File: src/rtl/if_pkg.sv
// Shared types and constants for the instruction-fetch front end.
package if_pkg;

    typedef enum logic [1:0] {
        IDLE = 2'd0,
        REQ  = 2'd1,
        DROP = 2'd2
    } fetch_state_e;

    localparam logic [31:0] NOP_INSTR = 32'h0000_0000;
    localparam logic [31:0] PC_STEP   = 32'd4;

endpackage

File: src/rtl/pf_fifo.sv
// DEPTH x 64-bit synchronous FIFO holding {pc, instr}; flush empties it and
// wins over push and pop in the same edge.
module pf_fifo #(
    parameter int DEPTH = 4,
    parameter int CW    = $clog2(DEPTH) + 1
) (
    input  logic          clk,
    input  logic          CLR,
    input  logic          push,
    input  logic          pop,
    input  logic          flush,
    input  logic [63:0]   wdata,
    output logic [63:0]   rdata,
    output logic [CW-1:0] cnt
);

    localparam int AW = $clog2(DEPTH);

    logic [63:0]   mem_r [DEPTH];
    logic [AW-1:0] wr_ptr_r;
    logic [AW-1:0] rd_ptr_r;
    logic [CW-1:0] cnt_r;
    logic          do_push_s;
    logic          do_pop_s;

    // Qualify push/pop: flush overrides both, pop needs a non-empty queue.
    always_comb begin
        do_push_s = 1'b0;
        do_pop_s  = 1'b0;
        if (flush) begin
            do_push_s = 1'b0;
            do_pop_s  = 1'b0;
        end else begin
            do_push_s = push;
            do_pop_s  = pop & (cnt_r != {CW{1'b0}});
        end
    end

    // Storage array; left unreset so it can map onto plain registers or RAM.
    always_ff @(posedge clk) begin
        if (do_push_s && !CLR) begin
            mem_r[wr_ptr_r] <= wdata;
        end
    end

    // Pointer and occupancy bookkeeping.
    always_ff @(posedge clk) begin
        if (CLR || flush) begin
            wr_ptr_r <= {AW{1'b0}};
            rd_ptr_r <= {AW{1'b0}};
            cnt_r    <= {CW{1'b0}};
        end else begin
            if (do_push_s) begin
                wr_ptr_r <= wr_ptr_r + AW'(1);
            end
            if (do_pop_s) begin
                rd_ptr_r <= rd_ptr_r + AW'(1);
            end
            case ({do_push_s, do_pop_s})
                2'b10:   cnt_r <= cnt_r + CW'(1);
                2'b01:   cnt_r <= cnt_r - CW'(1);
                default: cnt_r <= cnt_r;
            endcase
        end
    end

    assign rdata = mem_r[rd_ptr_r];
    assign cnt   = cnt_r;

    pf_fifo_chk #(
        .DEPTH (DEPTH),
        .CW    (CW)
    ) u_chk (
        .clk   (clk),
        .CLR   (CLR),
        .push  (do_push_s),
        .pop   (do_pop_s),
        .flush (flush),
        .cnt   (cnt_r)
    );

endmodule

File: src/rtl/pf_fifo_chk.sv
// Simulation-only checks on the prefetch queue: no overflow, count in range.
module pf_fifo_chk #(
    parameter int DEPTH = 4,
    parameter int CW    = $clog2(DEPTH) + 1
) (
    input logic          clk,
    input logic          CLR,
    input logic          push,
    input logic          pop,
    input logic          flush,
    input logic [CW-1:0] cnt
);

    localparam logic [CW-1:0] DEPTH_C = CW'(DEPTH);

    a_no_overflow: assert property (@(posedge clk) disable iff (CLR)
        (push && !flush && (cnt == DEPTH_C)) |-> pop)
        else $error("pf_fifo: push while full");

    a_cnt_range: assert property (@(posedge clk) disable iff (CLR)
        cnt <= DEPTH_C)
        else $error("pf_fifo: occupancy above depth");

endmodule

File: src/rtl/if_prefetch.sv
// Instruction-fetch front end: sequential prefetch into a small queue with
// flush/redirect on taken branches (EX) and jumps (ID).
module if_prefetch
    import if_pkg::*;
#(
    parameter int          DEPTH    = 4,
    parameter logic [31:0] RESET_PC = 32'h0000_0000
) (
    input  logic                    clk,
    input  logic                    CLR,
    output logic                    imem_req,
    output logic [31:0]             imem_addr,
    input  logic                    imem_ack,
    input  logic [31:0]             imem_rdata,
    input  logic                    B,
    input  logic [31:0]             baddr,
    input  logic                    JMP,
    input  logic                    JAL,
    input  logic                    JR,
    input  logic [31:0]             jaddr,
    input  logic                    id_ready,
    output logic [31:0]             IR,
    output logic [31:0]             PC,
    output logic                    if_valid,
    output logic [$clog2(DEPTH):0]  queue_cnt
);

    localparam int            CW      = $clog2(DEPTH) + 1;
    localparam logic [CW-1:0] DEPTH_C = CW'(DEPTH);

    fetch_state_e  state_r;
    logic [31:0]   fpc_r;
    logic [31:0]   req_addr_r;

    logic          redirect_s;
    logic [31:0]   target_s;
    logic          pop_s;
    logic          push_s;
    logic          valid_s;
    logic          space_s;
    logic          space_after_s;
    logic [CW-1:0] fifo_cnt_s;
    logic [CW-1:0] cnt_less_pop_s;
    logic [63:0]   head_s;
    logic [31:0]   fpc_next_s;

    // Redirect decode, pop/push qualification and queue space look-ahead.
    always_comb begin
        redirect_s = B | JMP | JAL | JR;
        // EX is older than ID, so the branch target wins.
        if (B) begin
            target_s = baddr;
        end else begin
            target_s = jaddr;
        end
        valid_s        = (fifo_cnt_s != {CW{1'b0}});
        pop_s          = valid_s & id_ready & ~redirect_s;
        push_s         = (state_r == REQ) & imem_ack & ~redirect_s;
        cnt_less_pop_s = fifo_cnt_s - {{(CW-1){1'b0}}, pop_s};
        space_s        = (cnt_less_pop_s < DEPTH_C);
        space_after_s  = ((cnt_less_pop_s + CW'(1)) < DEPTH_C);
        fpc_next_s     = fpc_r + PC_STEP;
    end

    // Fetch FSM; in REQ req_addr always equals fpc, so pushes tag with fpc.
    always_ff @(posedge clk) begin
        if (CLR) begin
            state_r    <= IDLE;
            fpc_r      <= RESET_PC;
            req_addr_r <= 32'h0000_0000;
        end else begin
            case (state_r)
                IDLE: begin
                    if (redirect_s) begin
                        fpc_r      <= target_s;
                        req_addr_r <= target_s;
                        state_r    <= REQ;
                    end else if (space_s) begin
                        req_addr_r <= fpc_r;
                        state_r    <= REQ;
                    end else begin
                        state_r    <= IDLE;
                    end
                end
                REQ: begin
                    if (imem_ack && !redirect_s) begin
                        fpc_r <= fpc_next_s;
                        if (space_after_s) begin
                            req_addr_r <= fpc_next_s;
                            state_r    <= REQ;
                        end else begin
                            state_r    <= IDLE;
                        end
                    end else if (imem_ack && redirect_s) begin
                        fpc_r      <= target_s;
                        req_addr_r <= target_s;
                        state_r    <= REQ;
                    end else if (redirect_s) begin
                        // Outstanding request must finish before the new one.
                        fpc_r   <= target_s;
                        state_r <= DROP;
                    end else begin
                        state_r <= REQ;
                    end
                end
                DROP: begin
                    if (redirect_s) begin
                        fpc_r <= target_s;
                    end
                    if (imem_ack) begin
                        req_addr_r <= redirect_s ? target_s : fpc_r;
                        state_r    <= REQ;
                    end else begin
                        state_r    <= DROP;
                    end
                end
                default: begin
                    state_r <= IDLE;
                end
            endcase
        end
    end

    pf_fifo #(
        .DEPTH (DEPTH),
        .CW    (CW)
    ) u_fifo (
        .clk   (clk),
        .CLR   (CLR),
        .push  (push_s),
        .pop   (pop_s),
        .flush (redirect_s),
        .wdata ({fpc_r, imem_rdata}),
        .rdata (head_s),
        .cnt   (fifo_cnt_s)
    );

    // Present queue head, or a NOP with PC 0 while empty.
    always_comb begin
        if (valid_s) begin
            IR = head_s[31:0];
            PC = head_s[63:32];
        end else begin
            IR = NOP_INSTR;
            PC = 32'h0000_0000;
        end
    end

    assign imem_req  = (state_r != IDLE);
    assign imem_addr = req_addr_r;
    assign if_valid  = valid_s;
    assign queue_cnt = fifo_cnt_s;

endmodule

File: config.mk
export PLATFORM = sky130hd
export DESIGN_NAME = if_prefetch
export DESIGN_NICKNAME = d
export VERILOG_FILES = /design/src/rtl/if_pkg.sv /design/src/rtl/pf_fifo.sv /design/src/rtl/pf_fifo_chk.sv /design/src/rtl/if_prefetch.sv
export SDC_FILE = /design/constraint.sdc
export NUM_CORES = 1
export LEC_CHECK = 0
export BUFFER_PORTS_ARGS = -buffer_cell sky130_fd_sc_hd__buf_2
export CELL_PAD_IN_SITES_DETAIL_PLACEMENT = 0
export CELL_PAD_IN_SITES_GLOBAL_PLACEMENT = 1
export CORE_ASPECT_RATIO = 2
export CORE_MARGIN = 4
export CORE_UTILIZATION = 48
export CTS_CLUSTER_DIAMETER = 40
export DETAILED_ROUTE_END_ITERATION = 8
export PLACE_DENSITY_LB_ADDON = 0.1
export SKIP_CTS_REPAIR_TIMING = 1
export SYNTH_ARGS = -nofsm -noshare
export SYNTH_HDL_FRONTEND = slang
export SYNTH_SLANG_ARGS = --single-unit
File: constraint.sdc
create_clock -name clk -period 9.34 [get_ports clk]
set_input_delay 0.467 -clock clk [delete_from_list [all_inputs] [get_ports clk]]
set_output_delay 0.467 -clock clk [all_outputs]
set_load 0.02 [all_outputs]
==> summary.md <==
| Metric | Value |
|---|---|
| Worst-case clock buffer depth | `3` |
| # setup viols final | `0` |
| Sequential share of the synthesized area | `61.9%` |
| Buffers on Ports | `204` |
| Vias | `9969` |
| Part of the total power dissipated in the clock network | `42.0%` |
| Remaining design rule violation count | `0` |
| Post-synthesis to final-layout area growth | `16.7%` |
| Multi-input gate area | `0.00528 sq mm` |
| Warning count from the yosys run | `0` |
| Wire length per cell | `22.4 microns` |
| Sequential share of power | `51.3%` |
| Global routing usage summed across all routing layers | `21.7%` |
| CTS Root Cell | `clkbuf_16` |
| CP Capture Type | `register` |
| Fraction of layout cells with a size suffix above 1 | `30.2%` |
| Headroom to the max-slew limit | `23.4%` |
| Required time of the critical path | `9.74 ns` |
| Transition time of the tightest slew-check pin | `1.14 ns` |
| Number of enable flip-flop cells after synthesis | `256` |
| CTS tree | `done` |
| Class of the most critical hold timing path | `primary input to register` |
| Arrival time of data at the critical path endpoint | `4.36 ns` |
| Layout Nets | `1382` |
| Routed length on met3 | `1.76 mm` |
| Io pins | `205` |
| Effective utilization at floorplan | `48.8%` |
| Final critical delay including setup and external delays | `3.96 ns` |
| Kind of critical path | `register to register` |
| Most frequently used flop master after synthesis | `edfxtp_1` |
| Total negative setup slack | `0 ns` |
| Die span in x | `132 microns` |
| Largest net degree at the start of global routing | `68` |
| Type of origin of the critical path | `register` |
| Netlist Area Pre-Place | `0.0148 sq mm` |
| Placer congestion estimate | `0.841` |
| Critical Path Fanout Max | `67` |
| Fin. Hold Viols | `0` |
| Synth Instances | `1091` |
| Cell type with the largest total area after synthesis | `edfxtp_1` |
| Clock-pin slew on the worst setup and hold paths | `0.06 ns` |
| Highest signal layer in the routed design | `met4` |
| Combinational fraction of design power | `6.7%` |
| Switching power | `754 uW` |
| DRT met1 WL | `14.4 mm` |
| Synthesized flop and latch total | `331` |
| Diodes inserted | `0` |
| Status | `completed` |
| Total detailed-routing wirelength | `37.2 mm` |
| Num CTS Buffers | `34` |
| Chip Height | `257 microns` |
| First-iteration detailed-routing DRC count | `736` |
| Biggest area contributors in the synthesized netlist | `edfxtp_1 (52%), dfxtp_1 (10%), mux4_2 (9.7%)` |
| Share of the clock period used by the worst path after layout | `42.4%` |
| Total power per unit cell area | `187 mW/mm^2` |
| Total Die Area | `0.0340 sq mm` |
| Max-slew violation total from the final report | `0` |
| Overflow left after global routing | `0` |
| Distinct cell type count after synthesis | `67` |
| Number of antenna-violating nets in the routed design | `0` |
| Power Internal | `2.49 mW` |
| Wire length on met2 | `19.4 mm` |
| Wire length of the first global-routing pass | `58.4 mm` |
| PnR Total Power | `3.24 mW` |
| Unrepaired setup endpoints after global routing | `false` |
| HPWL after detailed placement | `24.1 mm` |
| Maximum frequency from static timing analysis | `253 MHz` |
| Number of H-tree levels | `2` |
| Core outline area | `0.0304 sq mm` |
| Number of sinks driven by the clock tree | `331` |
| Layout Skew | `0.0172 ns` |
| Max-cap violations | `0` |
| Number of inserted filler cells in the final layout | `2536` |
| Number of detailed-route iterations in the first pass | `5` |
| Largest vdd supply drop | `0.000124 V` |
| Flip-flop and latch area | `0.00919 sq mm` |
| Share of the synthesized area in the top cell type | `51.8%` |
| Vias in the first global route | `10300` |
| Synthesized netlist net count | `1204` |
| Clock latency on the worst-skew pair | `0.51 ns` |
| Switching Share | `23.2%` |
| Share of synthesized registers carrying an async set or reset | `0%` |
| Row count | `90` |
| Initial antenna violation count | `0` |
| Average size of a mapped cell | `13.6 sq um` |
| Mean number of vias per cell | `6.00` |
| Leakage power total | `6.23 nW` |
==> final timing paths <==
kind         cells past startpoint          start  slack, ns                 end
min reg2reg                      2   imem_addr[2]       0.48        imem_addr[2]
max reg2reg                     10  u_fifo.cnt[2]       5.38       imem_addr[17]
min                              1  imem_rdata[3]       0.18  u_fifo.mem_r[2][3]
max                             10  u_fifo.cnt[2]       5.38       imem_addr[17]
==> metal layers <==
layer,vias up,global-route usage (%)
met2,361,38.0
met3,89,2.84
met4,0,9.77
met1,4910,26.7
li1,4609,-
met5,-,0
==> power groups by stage <==
stage                     Sequential, mW  Clock [mW]  Combinational (mW)
final                               1.66        1.36               0.217
after detailed placement            1.70           0               0.216
after CTS                           1.66        1.40               0.217
after global routing                1.67        1.46               0.237
after global placement              1.69           0               0.213
after floorplan                     1.69           0               0.123
==> per-stage QoR <==
stage	setup slack, ns	utilization (%)	cell area [sq um]	hold WS [ns]	instances
global placement	5.41	53.3	16200	0.465	1601
floorplan	5.60	-	14800	0.455	1091
detailed placement	5.32	53.3	16200	0.472	1601
global route	5.10	57.0	17300	0.167	1662
CTS	5.28	57.0	17300	0.149	1662
finish	5.38	57.0	17300	0.177	1662
==> cell usage after synthesis (8+ instances only) <==
master,n
a211oi_1,12
a21oi_1,83
a22oi_1,14
a311oi_1,15
and2_1,69
and3_1,11
buf_1,11
buf_2,14
clkbuf_1,59
dfxtp_1,75
edfxtp_1,256
ha_1,8
inv_1,16
mux2_2,20
mux2i_1,24
mux4_2,64
nand2_1,51
nand3_1,12
nand4_1,16
nor2_1,49
nor3_1,20
nor4_1,15
o21ai_0,53
o22ai_1,8
xnor2_1,10
==> worst max-delay path: stages, from the launching register on <==
cell	delay (ns)
dfxtp_1	0.35
or3_2	0.91
and3_1	0.43
ha_1	0.20
ha_1	0.19
xnor2_1	0.17
a211oi_1	0.36
o21a_1	0.48
nor2_1	0.15
buf_4	0.27
o221a_2	0.30
==> cells by family after synthesis <==
logic type,count (synthesis),synth area share [%]
fa+ha+maj,9,0.809
buf+inv,101,2.72
simple gates,278,10.2
xor+xnor,16,0.944
compound gates,248,10.6
flops,331,61.9
mux,108,12.8
==> registers in the layout, summed over array words and instances (netlist names), named ones only <==
name             cells
fpc_r               32
imem_addr           32
u_fifo.mem_r       256
state_r              2
u_fifo.rd_ptr_r      2
u_fifo.wr_ptr_r      2
u_fifo.cnt           3
==> layout make-up <==
cell class,count,area share (%)
flip-flops and latches,331,53.1
repair buffers,227,6.89
well taps,368,2.66
multi-input cells,659,30.5
clock buffers,39,5.14
clock inverters,22,1.39
inverters,16,0.347
==> placed cells by master (no fill, tap or decap), drive strengths merged, types with 4 or more instances in the layout <==
master / Yosys / routed
a311oi: 15 / 15
o31ai: 5 / 5
ha: 8 / 8
nor3: 21 / 21
o21ai: 55 / 55
a211oi: 12 / 12
a21oi: 83 / 83
or3: 5 / 5
mux4: 64 / 64
a22oi: 14 / 14
a32oi: 4 / 4
clkbuf: 59 / 39
o22ai: 8 / 8
edfxtp: 256 / 256
and2: 70 / 70
nand2: 51 / 51
nor4: 16 / 16
nor2: 49 / 49
mux2: 20 / 20
buf: 26 / 227
or4: 5 / 5
xor2: 6 / 6
o211ai: 4 / 4
nand4: 17 / 17
and3: 11 / 11
mux2i: 24 / 24
o21a: 4 / 4
dfxtp: 75 / 75
clkinv: 0 / 13
inv: 16 / 22
a31oi: 6 / 6
o21bai: 4 / 4
or2: 5 / 5
o31a: 6 / 6
nand2b: 6 / 6
nand3: 12 / 12
a211o: 5 / 5
xnor2: 10 / 10
(Power assumes the default switching activity.)
